File: src/rtl/pattern_pkg.sv
// Shared pattern indices, default dwell times, step limits and scheduler state type
// for the VGA demo pattern path.
package pattern_pkg;

    localparam logic [1:0] PATTERN_CHECKERBOARD = 2'd0;
    localparam logic [1:0] PATTERN_RADIENT      = 2'd1;
    localparam logic [1:0] PATTERN_SPIRAL       = 2'd2;

    localparam int NUM_PATTERNS = 3;

    localparam int FRAMES_P0    = 240;
    localparam int FRAMES_P1    = 480;
    localparam int FRAMES_P2    = 360;
    localparam int BLANK_FRAMES = 2;

    localparam logic [2:0] STEP_MIN = 3'd1;
    localparam logic [2:0] STEP_MAX = 3'd7;

    typedef enum logic {
        RUN   = 1'b0,
        BLANK = 1'b1
    } sched_state_e;

endpackage

File: src/rtl/pattern_scheduler_btn_frame_edge.sv
// Raw button -> 2-flop synchronizer -> once-per-frame sample; press is a one-cycle
// pulse on the frame_tick where the sampled level goes 0->1.
module btn_frame_edge (
    input  logic clk,
    input  logic rst,
    input  logic btn,
    input  logic frame_tick,
    output logic press
);

    logic sync1_q;
    logic sync2_q;
    logic hist_q;
    logic hist_d;

    // Sampling only on frame_tick gives a ~16.7 ms period, which is the debounce.
    always_comb begin
        hist_d = hist_q;
        if (frame_tick) begin
            hist_d = sync2_q;
        end
    end

    assign press = frame_tick & sync2_q & ~hist_q;

    // NOTE: sequential state uses non-blocking assignments so every flop samples
    // the pre-edge value of its source, which is what makes the sync chain two deep.
    always_ff @(posedge clk or posedge rst) begin
        if (rst) begin
            sync1_q <= 1'b0;
            sync2_q <= 1'b0;
            hist_q  <= 1'b0;
        end else begin
            sync1_q <= btn;
            sync2_q <= sync1_q;
            hist_q  <= hist_d;
        end
    end

endmodule

File: src/rtl/pattern_scheduler.sv
// Frame-synchronous VGA pattern scheduler: button/auto pattern selection, pause, step size.
// Define PATTERN_SCHED_FADE_EN to insert BLANK_FRAMES of forced blanking before each switch.
module pattern_scheduler #(
    parameter int NUM_PATTERNS = pattern_pkg::NUM_PATTERNS,
    parameter int FRAMES_P0    = pattern_pkg::FRAMES_P0,
    parameter int FRAMES_P1    = pattern_pkg::FRAMES_P1,
    parameter int FRAMES_P2    = pattern_pkg::FRAMES_P2,
    parameter int BLANK_FRAMES = pattern_pkg::BLANK_FRAMES
) (
    input  logic       clk,
    input  logic       rst,
    input  logic       vsync,
    input  logic       btn_next,
    input  logic       btn_prev,
    input  logic       btn_pause,
    input  logic       btn_speed,
    input  logic       auto_en,
    output logic [1:0] pattern_sel,
    output logic       animate,
    output logic       paused,
    output logic [2:0] step_size,
    output logic       blank
);

    import pattern_pkg::*;

    logic       vsync_q;
    logic       frame_tick;
    logic       next_press;
    logic       prev_press;
    logic       pause_press;
    logic       speed_press;

    logic [1:0] sel_q, sel_d;
    logic       paused_q, paused_d;
    logic [2:0] step_q, step_d;
    logic       animate_q, animate_d;
    logic [9:0] frame_cnt_q, frame_cnt_d;

    logic       next_req;
    logic       prev_req;
    logic       auto_req;
    logic       switch_req;
    logic [1:0] sel_inc;
    logic [1:0] sel_dec;
    logic [1:0] req_target;
    logic [9:0] dwell_last;

    // Rising edge of vsync marks the end of the sync pulse.
    assign frame_tick = vsync & ~vsync_q;

    btn_frame_edge u_btn_next  (.clk(clk), .rst(rst), .btn(btn_next),  .frame_tick(frame_tick), .press(next_press));
    btn_frame_edge u_btn_prev  (.clk(clk), .rst(rst), .btn(btn_prev),  .frame_tick(frame_tick), .press(prev_press));
    btn_frame_edge u_btn_pause (.clk(clk), .rst(rst), .btn(btn_pause), .frame_tick(frame_tick), .press(pause_press));
    btn_frame_edge u_btn_speed (.clk(clk), .rst(rst), .btn(btn_speed), .frame_tick(frame_tick), .press(speed_press));

    assign sel_inc = (sel_q == 2'(NUM_PATTERNS - 1)) ? 2'd0 : sel_q + 2'd1;
    assign sel_dec = (sel_q == 2'd0) ? 2'(NUM_PATTERNS - 1) : sel_q - 2'd1;

    always_comb begin
        case (sel_q)
            2'd0:    dwell_last = 10'(FRAMES_P0 - 1);
            2'd1:    dwell_last = 10'(FRAMES_P1 - 1);
            default: dwell_last = 10'(FRAMES_P2 - 1);
        endcase
    end

    // Simultaneous next+prev cancel out and count as no button request.
    assign next_req   = next_press & ~prev_press;
    assign prev_req   = prev_press & ~next_press;
    assign auto_req   = auto_en & ~paused_q & ~next_req & ~prev_req & (frame_cnt_q == dwell_last);
    assign switch_req = next_req | prev_req | auto_req;
    assign req_target = prev_req ? sel_dec : sel_inc;

`ifdef PATTERN_SCHED_FADE_EN
    sched_state_e state_q, state_d;
    logic [1:0]   target_q, target_d;
    logic [3:0]   blank_cnt_q, blank_cnt_d;
    logic         blank_q, blank_d;
`else
    logic [3:0]   unused_blank_frames;
    assign unused_blank_frames = 4'(BLANK_FRAMES);
`endif

    // NOTE: every _d starts from its hold value so no path through this block
    // leaves a variable unassigned, which would otherwise infer a latch.
    always_comb begin
        sel_d       = sel_q;
        paused_d    = paused_q;
        step_d      = step_q;
        frame_cnt_d = frame_cnt_q;
        animate_d   = 1'b0;
`ifdef PATTERN_SCHED_FADE_EN
        state_d     = state_q;
        target_d    = target_q;
        blank_cnt_d = blank_cnt_q;
        blank_d     = blank_q;
`endif
        if (frame_tick) begin
            if (pause_press) begin
                paused_d = ~paused_q;
            end
            if (speed_press) begin
                step_d = (step_q == STEP_MAX) ? STEP_MIN : step_q + 3'd1;
            end
`ifdef PATTERN_SCHED_FADE_EN
            case (state_q)
                RUN: begin
                    if (switch_req) begin
                        state_d     = BLANK;
                        target_d    = req_target;
                        blank_cnt_d = 4'(BLANK_FRAMES - 1);
                        blank_d     = 1'b1;
                    end else if (!paused_q) begin
                        frame_cnt_d = frame_cnt_q + 10'd1;
                        animate_d   = 1'b1;
                    end
                end
                BLANK: begin
                    // Next/prev presses are consumed here without effect.
                    if (blank_cnt_q == 4'd0) begin
                        sel_d       = target_q;
                        frame_cnt_d = 10'd0;
                        blank_d     = 1'b0;
                        state_d     = RUN;
                    end else begin
                        blank_cnt_d = blank_cnt_q - 4'd1;
                    end
                end
                default: state_d = RUN;
            endcase
`else
            if (switch_req) begin
                sel_d       = req_target;
                frame_cnt_d = 10'd0;
            end else if (!paused_q) begin
                frame_cnt_d = frame_cnt_q + 10'd1;
                animate_d   = 1'b1;
            end
`endif
        end
    end

    always_ff @(posedge clk or posedge rst) begin
        if (rst) begin
            vsync_q     <= 1'b1;
            sel_q       <= PATTERN_CHECKERBOARD;
            paused_q    <= 1'b0;
            step_q      <= STEP_MIN;
            animate_q   <= 1'b0;
            frame_cnt_q <= 10'd0;
`ifdef PATTERN_SCHED_FADE_EN
            state_q     <= RUN;
            target_q    <= PATTERN_CHECKERBOARD;
            blank_cnt_q <= 4'd0;
            blank_q     <= 1'b0;
`endif
        end else begin
            vsync_q     <= vsync;
            sel_q       <= sel_d;
            paused_q    <= paused_d;
            step_q      <= step_d;
            animate_q   <= animate_d;
            frame_cnt_q <= frame_cnt_d;
`ifdef PATTERN_SCHED_FADE_EN
            state_q     <= state_d;
            target_q    <= target_d;
            blank_cnt_q <= blank_cnt_d;
            blank_q     <= blank_d;
`endif
        end
    end

    assign pattern_sel = sel_q;
    assign animate     = animate_q;
    assign paused      = paused_q;
    assign step_size   = step_q;
`ifdef PATTERN_SCHED_FADE_EN
    assign blank       = blank_q;
`else
    assign blank       = 1'b0;
`endif

endmodule

File: config.mk
export PLATFORM = sky130hd
export DESIGN_NAME = pattern_scheduler
export DESIGN_NICKNAME = d
export VERILOG_FILES = /design/src/rtl/pattern_pkg.sv /design/src/rtl/pattern_scheduler_btn_frame_edge.sv /design/src/rtl/pattern_scheduler.sv
export SDC_FILE = /design/constraint.sdc
export NUM_CORES = 1
export LEC_CHECK = 0
export CAP_MARGIN = 20
export CELL_PAD_IN_SITES_DETAIL_PLACEMENT = 1
export CELL_PAD_IN_SITES_GLOBAL_PLACEMENT = 2
export CORE_AREA = 2 2 66 68
export CTS_BUF_LIST = sky130_fd_sc_hd__clkbuf_4 sky130_fd_sc_hd__clkbuf_8 sky130_fd_sc_hd__clkbuf_16
export CTS_CLUSTER_DIAMETER = 200
export CTS_CLUSTER_SIZE = 20
export DETAILED_ROUTE_END_ITERATION = 6
export DIE_AREA = 0 0 68 70
export MAX_ROUTING_LAYER = met4
export PLACE_DENSITY = 0.82
export SLEW_MARGIN = 25
export SYNTH_ARGS = -nofsm -noshare
export SYNTH_HDL_FRONTEND = slang
export SYNTH_SLANG_ARGS = --single-unit
File: constraint.sdc
create_clock -name clk -period 4 [get_ports clk]
set_input_delay 0.4 -clock clk [delete_from_list [all_inputs] [get_ports clk]]
set_output_delay 0.4 -clock clk [all_outputs]
set_load 0.005 [all_outputs]
After elaboration in Yosys (flattened, before gate mapping)
Cells that the tools add are included.

Bits in registers: 30. Input port bits: 8.

$add $sub $neg: 4. Equal/unequal tests: 5. Muxes and demuxes: 10. Bitwise logic cells: 27. Reduce and logical (&&, ||, !) cells: 5.

Operator list (count): $mux 10 (2); $pmux 9 s2 (1); $and 1x1->1 (15); $add 10x1->10 const B (1); $eq 10x10->1 (1); $not 1->1 (10); $reduce_and 2->1 (4); $mux 2 (3); $add 3x1->3 const B (1); $eq 3x3->1 const B (1); $mux 1 (3); $mux 3 (1); $add 2x1->2 const B (1); $eq 2x1->1 const B (1); $eq 2x2->1 const B (1); $logic_not 2->1 (1); $ne 2x1->1 const B (1); $or 1x1->1 (2); $sub 2x1->2 const B (1).

Depth between registers and ports, before layout
Gate-level depths: netlist of run 1.

Word-level depth: 13. Gate-level depth with buffers: 10. Gate-level depth less buffers: 9.

By module
Synthesis of run 1 repeated with hierarchy kept, for this count alone.

Cell total of the unflattened synthesis: 150. Area total of the unflattened synthesis: 1575.3 um^2.

Modules (own cells, without submodules): pattern_scheduler (times used 1, cells an instance 126, area each 1159.9 um^2); btn_frame_edge (times used 4, cells an instance 6, area each 103.8 um^2).

Least setup slack after synthesis of run 1
No wires, ideal clock.

Kind: in2reg. Start: in vsync. End: reg frame_cnt_q[0]. Data arrival time: 2.127 ns. Data required time: 3.875 ns. Path slack: 1.749 ns. Cell stages on the path: 9. Path buffers: 1. Cell sequence: nor2b_1 buf_2 nand3b_1 ha_1 nand4bb_1 a211oi_2 nand4_1 o21a_1 mux2_2.

Word-level cells in the longest chain between the ends: 12. Elaborated cells on any way between the ends: 19. Those cells by class: eq/ne (1); mux (1); bitwise (16); reduce/logical (1).

Ends and longest elaborated chain: start: declaration (RTL line pattern_scheduler.sv:12) `input logic vsync,`; $and 1x1->1 (*) (RTL line pattern_scheduler.sv:50) `assign frame_tick = vsync & ~vsync_q;`; $and 1x1->1 (2 in a row) (RTL line pattern_scheduler_btn_frame_edge.sv:24) `assign press = frame_tick & sync2_q & ~hist_q;`; $not 1->1 (RTL line pattern_scheduler.sv:69) `assign next_req = next_press & ~prev_press;`; $and 1x1->1 (RTL line pattern_scheduler.sv:69); $not 1->1 (RTL line pattern_scheduler.sv:71) `assign auto_req = auto_en & ~paused_q & ~next_req & ~prev_req & (frame_cnt_q == dwell_last);`; $and 1x1->1 (3 in a row) (RTL line pattern_scheduler.sv:71); $or 1x1->1 (RTL line pattern_scheduler.sv:72) `assign switch_req = next_req | prev_req | auto_req;`; $ne 2x1->1 (no line); $reduce_and 2->1 (no line); end signal: assignment (RTL line pattern_scheduler.sv:164) `frame_cnt_q <= frame_cnt_d;`; end: declaration (RTL line pattern_scheduler.sv:38) `logic [9:0] frame_cnt_q, frame_cnt_d;`.

Mark *: on every way between the ends. The rest lies on a longest branch, timed or not. A chain may end at the register's enable or synchronous reset.

Worst setup path in the final report of run 1
Same ends and word-level chain as after synthesis.

==> key figures, run 1 <==
Timing
  – FMAX: between 300 and 400 MHz
  – Period minus WS final: 2.74 ns
  – RSZ-0062 raised after global routing: false
  – Final hold vios: 0
  – Final Max Tran Viols: 0
  – Rel. slew slack: 0.587
  – Final Worst Setup Slack: 1.26 ns
  – Fin Clk Skew: 0.00790 ns
  – Final setup fails: 0
  – Final period utilization: 0.685
  – Setup_tns: 0 ns
  – Hold slack: 0.349 ns
  – Measured slew at the worst slew-check pin: 0.619 ns

CTS
  – CTS tree: built
  – H-tree levels: 2
  – Post-CTS setup buffer count: 0
  – Number of CTS-inserted buffers: 5
  – Insertion delay of the later-clocked pin in the worst-skew pair: roughly 0.28 ns
  – CTS root buf: clkbuf_8
  – Clock buffer depth: 2
  – Clock-pin slew on the worst setup and hold paths: 0.07 ns
  – Post-CTS Resized: 0
  – Post-CTS Hold Fix Bufs: 0
  – TritonCTS Sinks: 30

Placement
  – Routability cong.: a little under 0.8
  – Port Buffers: 14
  – Hpwl dp: between 2000 and 2500 um
  – Placed Area: 1680 um^2
  – DP Worst Slack: 1.02 ns

Drt
  – Met2 Wirelength: 1740 um
  – Routed vias/inst: 5.30
  – Top Metal Used: met4
  – M1 wire length: 1410 um
  – Vias: between 1000 and 1500
  – DRC violations left: 0
  – Starting DRT DRC Count: 28
  – Met3 WL: 85 um
  – Final ANT Viol Nets: 0
  – Routed wire length per instance: 15.5 um
  – Final wirelength: 3300 um
  – DR pass1 iterations: 4

Synthesis
  – Post-synth top flop: dfrtp_1
  – Syn Nets: 159
  – Share of the synthesized area in the top cell type: 0.469
  – Ys Warns: 0
  – Most common cell in the netlist: dfrtp_1
  – Async SR Flop Fraction: 1.00
  – Synth area leader: dfrtp_1
  – Unique masters post-synth: 42
  – Post-synth EDFFs: 0
  – Synth top area cells: dfrtp_1, ha_1, nand2_1
  – Commonest cells in the netlist: dfrtp_1, nand2_1, ha_1, inv_1, o21ai_0
  – Sequential fraction of the synthesis area: 0.504
  – Netlist Area Pre-Place: 1500 um^2
  – Yosys reg bits: 30
  – Syn Inst Count: 142
  – Synth Area per Inst: around 11 um^2

Setup path
  – Worst reg2reg setup slack: 1.57 ns
  – R2R Path Start: vsync_q
  – Worst R2R Path Depth: 8
  – CP required: 4.17 ns
  – Crit Path Category: in -> reg
  – Worst Setup Start Kind: primary input
  – Critical path capture point type: flop
  – Worst EP arrival: 2.91 ns
  – Crit Reg-Reg Endpoint: frame_cnt_q[0]
  – Max FO, Critical Path: 7

Pwr
  – Max VDD drop: 0.000337 V
  – Cell Int Power: approximately 660 uW
  – Clk pwr share: 0.267
  – Leakage power: 0.000814 uW
  – Sequential fraction of design power: 0.436
  – Power Total: 967 uW
  – Combinational share of power: 0.298
  – Sw Pwr: 302 uW
  – PwrDens: 545 nW/um^2
  – Switching portion of total power: 0.313

Layout
  – Antenna Cells: 0
  – Final instance area: between 1500 and 2000 um^2
  – Area Growth Syn to Fin: 18.7%
  – Post-layout nets: 177
  – Share of cells above drive strength 1: 0.130

Floorplan
  – I/O Pins: 16
  – Die Span Y: 70 um
  – Die area: 4760 um^2
  – Die X: 68 um
  – Initial Util: 0.361
  – # rows: 24
  – Core area: 4140 um^2

GRT
  – Global Route Usage Sum: 0.165
  – Initial antenna violation count: 0
  – Grt total ovfl: 0
  – Global-route wire length before repair: 5670 um
  – Largest net degree at the start of global routing: 31
  – Number of global-route vias before repair: around 1300

Min path
  – Hold worst-path end: u_btn_pause.sync2_q
  – HP Class: reg -> reg
  – Hold wc startpoint: u_btn_pause.sync1_q
  – Hold depth: 0

Flow run
  – Max Cap Viol: 0

Run status
  – Status: finished clean
[how the worst max path moves through the flow]
stage | slack, ns | startpoint | cells past startpoint | endpoint
floorplan | 1.75 | vsync | 9 | frame_cnt_q[0]
global placement | 1.09 | vsync | 9 | frame_cnt_q[0]
detailed placement | 1.02 | vsync | 9 | frame_cnt_q[0]
CTS | 1.26 | vsync | 9 | frame_cnt_q[0]
global route | 1.07 | vsync | 9 | frame_cnt_q[0]
finish | 1.26 | vsync | 9 | frame_cnt_q[0]
[cell type report]
class                           count  area, um^2
Tap cell                           52        65.1
Clock buffer                        7        90.1
Timing Repair Buffer               15         148
Fill cell                         459        2370
Multi-Input combinational cell     99         681
Inverter                            9        33.8
Sequential cell                    30         753
Clock inverter                      1        5.00
[state kept, by name, indices dropped and copies added (netlist names)]
name,count
u_btn_speed.sync1_q,1
paused,1
u_btn_prev.sync1_q,1
u_btn_speed.hist_q,1
u_btn_pause.sync1_q,1
step_size,3
animate,1
u_btn_prev.sync2_q,1
frame_cnt_q,10
u_btn_pause.sync2_q,1
u_btn_next.sync2_q,1
u_btn_speed.sync2_q,1
u_btn_pause.hist_q,1
u_btn_next.sync1_q,1
pattern_sel,2
u_btn_prev.hist_q,1
vsync_q,1
u_btn_next.hist_q,1
[layout by cell type, fill, tap and decap left out, drive strengths merged, types with 3 or more instances in the layout]
master	n
nand3b	4
nor2	5
nor4	3
o21ai	10
mux2	3
inv	9
dfrtp	28
nand2	21
nor3	3
clkdlybuf4s50	14
clkbuf	7
a21oi	7
mux2i	4
a22o	4
ha	9
nor2b	3
[worst max-delay path, stage by stage]
cell,delay (ns)
clkdlybuf4s50_1,0.50
nor2b_1,0.40
nand3b_1,0.17
ha_1,0.29
nand4bb_1,0.21
a211oi_2,0.19
nand4_1,0.22
o21a_1,0.26
mux2_2,0.26
[power groups by stage]
stage / clock, uW / combinational, uW / sequential (uW)
after CTS: 265 / 292 / 422
after floorplan: 0 / 176 / 416
final: 258 / 288 / 421
after global placement: 0 / 277 / 422
after detailed placement: 0 / 289 / 426
after global routing: 279 / 325 / 433
[metrics by stage]
step,utilization,cells
after floorplan,-,142
after global placement,0.405,205
after detailed placement,0.405,205
after CTS,0.428,213
after global routing,0.428,213
final,0.428,213
[routing by layer]
metal / track usage / vias up
met4: 0.0667 / 0
met5: - / -
met1: 0.181 / 572
met3: 0.0386 / 5
li1: - / 530
met2: 0.280 / 22
[logic make-up after synthesis]
kind of cell,Yosys count,share of synthesized area
fa+ha+maj,9,0.0753
other cells,1,0.00251
compound gates,29,0.135
buf+inv,13,0.0410
flops,30,0.504
simple gates,50,0.176
mux,7,0.0494
xor+xnor,3,0.0176
(Power assumes the default switching activity.)
==> run 2, diff against run 1 <==
Settings changed: CORE_AREA 2 2 66 68 to 2 2 72 74, DIE_AREA 0 0 68 70 to 0 0 74 76, PLACE_DENSITY 0.82 to 0.73.
Clock period 4 ns to 2.4 ns, I/O delays scaled along.
==> run 2 against run 1 <==
Compared with the run above: flip-flop and latch count is the same; register-to-register slack lost 1.3 ns; largest cell class unchanged; core utilization shrank 4.8 points; critical path type unchanged; clock skew shrank 0.0030 ns; combinational power grew 70%; wire length shrank 0.15%; via count grew 0.35%; highest routed layer unchanged; non-clock buffer count grew 9; global-route usage shrank 3.2 points; clock power grew 67%; first-iteration DRC count shrank 29%; hold slack lost 0.015 ns.
==> key figures, run 2 (synthesis results as in run 1) <==
Run status
  – Status: finished clean

Pwr
  – Combinational share of power: 0.301
  – Sw Pwr: 507 uW
  – Cell Int Power: 1120 uW
  – Clk pwr share: 0.265
  – Leakage power: roughly 0.00086 uW
  – PwrDens: 870 nW/um^2
  – Switching portion of total power: 0.312
  – Sequential fraction of design power: 0.434
  – Max VDD drop: 0.000485 V

Flow run
  – Max Cap Viol: 0

Setup path
  – Worst Setup Start Kind: primary input
  – Slowest cell on crit path: clkdlybuf4s50_1
  – Max FO, Critical Path: 8
  – Critical path cell sequence: clkdlybuf4s50_1 -> nor2b_2 -> nand3b_1 -> ha_1 -> nand4bb_1 -> a211oi_2 -> a41o_2 -> a2bb2oi_1 -> o41ai_2
  – CP peak stage delay: 0.47 ns
  – Crit Path Category: in -> reg
  – Family with the most delay on the worst path: compound AO/OA/AOI/OAI gates
  – CP required: 2.56 ns
  – CP bufs+invs: 1
  – Worst EP arrival: ~2.4 ns
  – Critical path capture point type: flop

Drt
  – Routed wire length per instance: 13.7 um
  – Final ANT Viol Nets: 0
  – Starting DRT DRC Count: 20
  – Vias: around 1100
  – Final wirelength: 3290 um
  – Routed vias/inst: 4.72
  – DRC violations left: 0
  – DR pass1 iterations: 3

CTS
  – CTS root buf: clkbuf_8
  – Insertion delay of the later-clocked pin in the worst-skew pair: ~0.28 ns
  – Clock-pin slew on the worst setup and hold paths: roughly 0.060 ns
  – Number of CTS-inserted buffers: 5
  – CTS tree: built
  – TritonCTS Sinks: 30
  – Post-CTS Hold Fix Bufs: 0
  – Post-CTS Resized: 0
  – Post-CTS setup buffer count: 0
  – Clock buffer depth: 2
  – H-tree levels: 2

Floorplan
  – Die area: 5620 um^2
  – Core area: 4910 um^2
  – # rows: 26
  – Die X: 74 um
  – I/O Pins: 16
  – Initial Util: 0.304
  – Die Span Y: 76 um

Layout
  – Share of cells above drive strength 1: 0.176
  – Commonest non-fill, non-tap cell in the layout: dfrtp_1
  – Max reg flops: 10
  – Post-layout nets: 186
  – Final instance area: 1870 um^2
  – Largest reg by FF count: frame_cnt_q
  – Area Growth Syn to Fin: 24.9%
  – Most frequent cells in the layout: dfrtp_1, nand2_1, clkdlybuf4s50_1
  – Antenna Cells: 0

Placement
  – Port Buffers: 14
  – Hpwl dp: 2570 um
  – Routability cong.: 0.776
  – Placed Area: ~1800 um^2

Timing
  – Final hold vios: 0
  – Period minus WS final: 2.19 ns
  – Fin Clk Skew: between 0.004 and 0.005 ns
  – Final setup fails: 0
  – Setup_tns: 0 ns
  – FMAX: 457 MHz
  – Final Max Tran Viols: 0
  – RSZ-0062 raised after global routing: false
  – Final period utilization: 0.912

GRT
  – Number of global-route vias before repair: between 1000 and 1500
  – Initial antenna violation count: 0
  – Grt total ovfl: 0
  – Global-route wire length before repair: 5610 um
  – Largest net degree at the start of global routing: 31
  – Global Route Usage Sum: 0.133

Min path
  – HP Class: in -> async
[run 2: cell types whose count changed in the layout (fill, tap and decap cells not counted)]
cell and change:
buf_4 +9, inv_1 +1, inv_2 -1, nor2b_1 -1, nor2b_2 +1
[run 2: path summary, 6_finish.rpt]
check / cells past startpoint / start / endpoint / slack (ns)
worst min register to register: 0 / u_btn_pause.sync1_q / u_btn_pause.sync2_q / 0.35
worst min-delay path: 3 / rst / u_btn_pause.sync2_q / 0.33
worst max register to register: 9 / vsync_q / frame_cnt_q[7] / 0.27
min in group clk: 0 / u_btn_pause.sync1_q / u_btn_pause.sync2_q / 0.35
worst max-delay path: 9 / vsync / frame_cnt_q[7] / 0.21
max in group asynchronous: 3 / rst / vsync_q / 1.75
[run 2: per-stage QoR]
step | utilization | instances | hold WS [ns] | total power, uW | setup slack [ns]
2_1_floorplan | - | 142 | 0.244 | 986 | 0.211
3_3_place_gp | 0.360 | 232 | 0.335 | 1180 | -0.0695
3_5_place_dp | 0.360 | 232 | 0.340 | 1220 | -0.194
4_1_cts | 0.380 | 240 | 0.346 | 1650 | 0.107
5_1_grt | 0.380 | 240 | 0.357 | 1750 | 0.0513
6_report | 0.380 | 240 | 0.334 | 1630 | 0.211
[run 2: worst min-delay path, stage by stage]
cell and delay, ns:
clkdlybuf4s50_1 0.39, inv_1 0.05, buf_4 0.34
[run 2: cell type report]
cell class / instances / area, um^2
Fill cell: 571 / 3040
Clock buffer: 7 / 90.1
Tap cell: 70 / 87.6
Clock inverter: 1 / 5.00
Sequential cell: 30 / 753
Inverter: 9 / 33.8
Multi-Input combinational cell: 99 / 683
Timing Repair Buffer: 24 / 215
[run 2: power groups by stage]
stage,clock [uW],sequential (uW),combinational [uW]
4_1_cts,444,710,501
2_1_floorplan,0,693,293
3_3_place_gp,0,707,474
5_1_grt,471,724,557
3_5_place_dp,0,719,498
6_report,431,705,489
[run 2: per-layer routing]
layer | up-vias | track usage | routed length [um]
met2 | 16 | 0.224 | 1750
met3 | 5 | 0.0331 | 99
met5 | - | - | 0
li1 | 548 | - | -
met4 | 0 | 0.0436 | 57
met1 | 564 | 0.151 | 1380
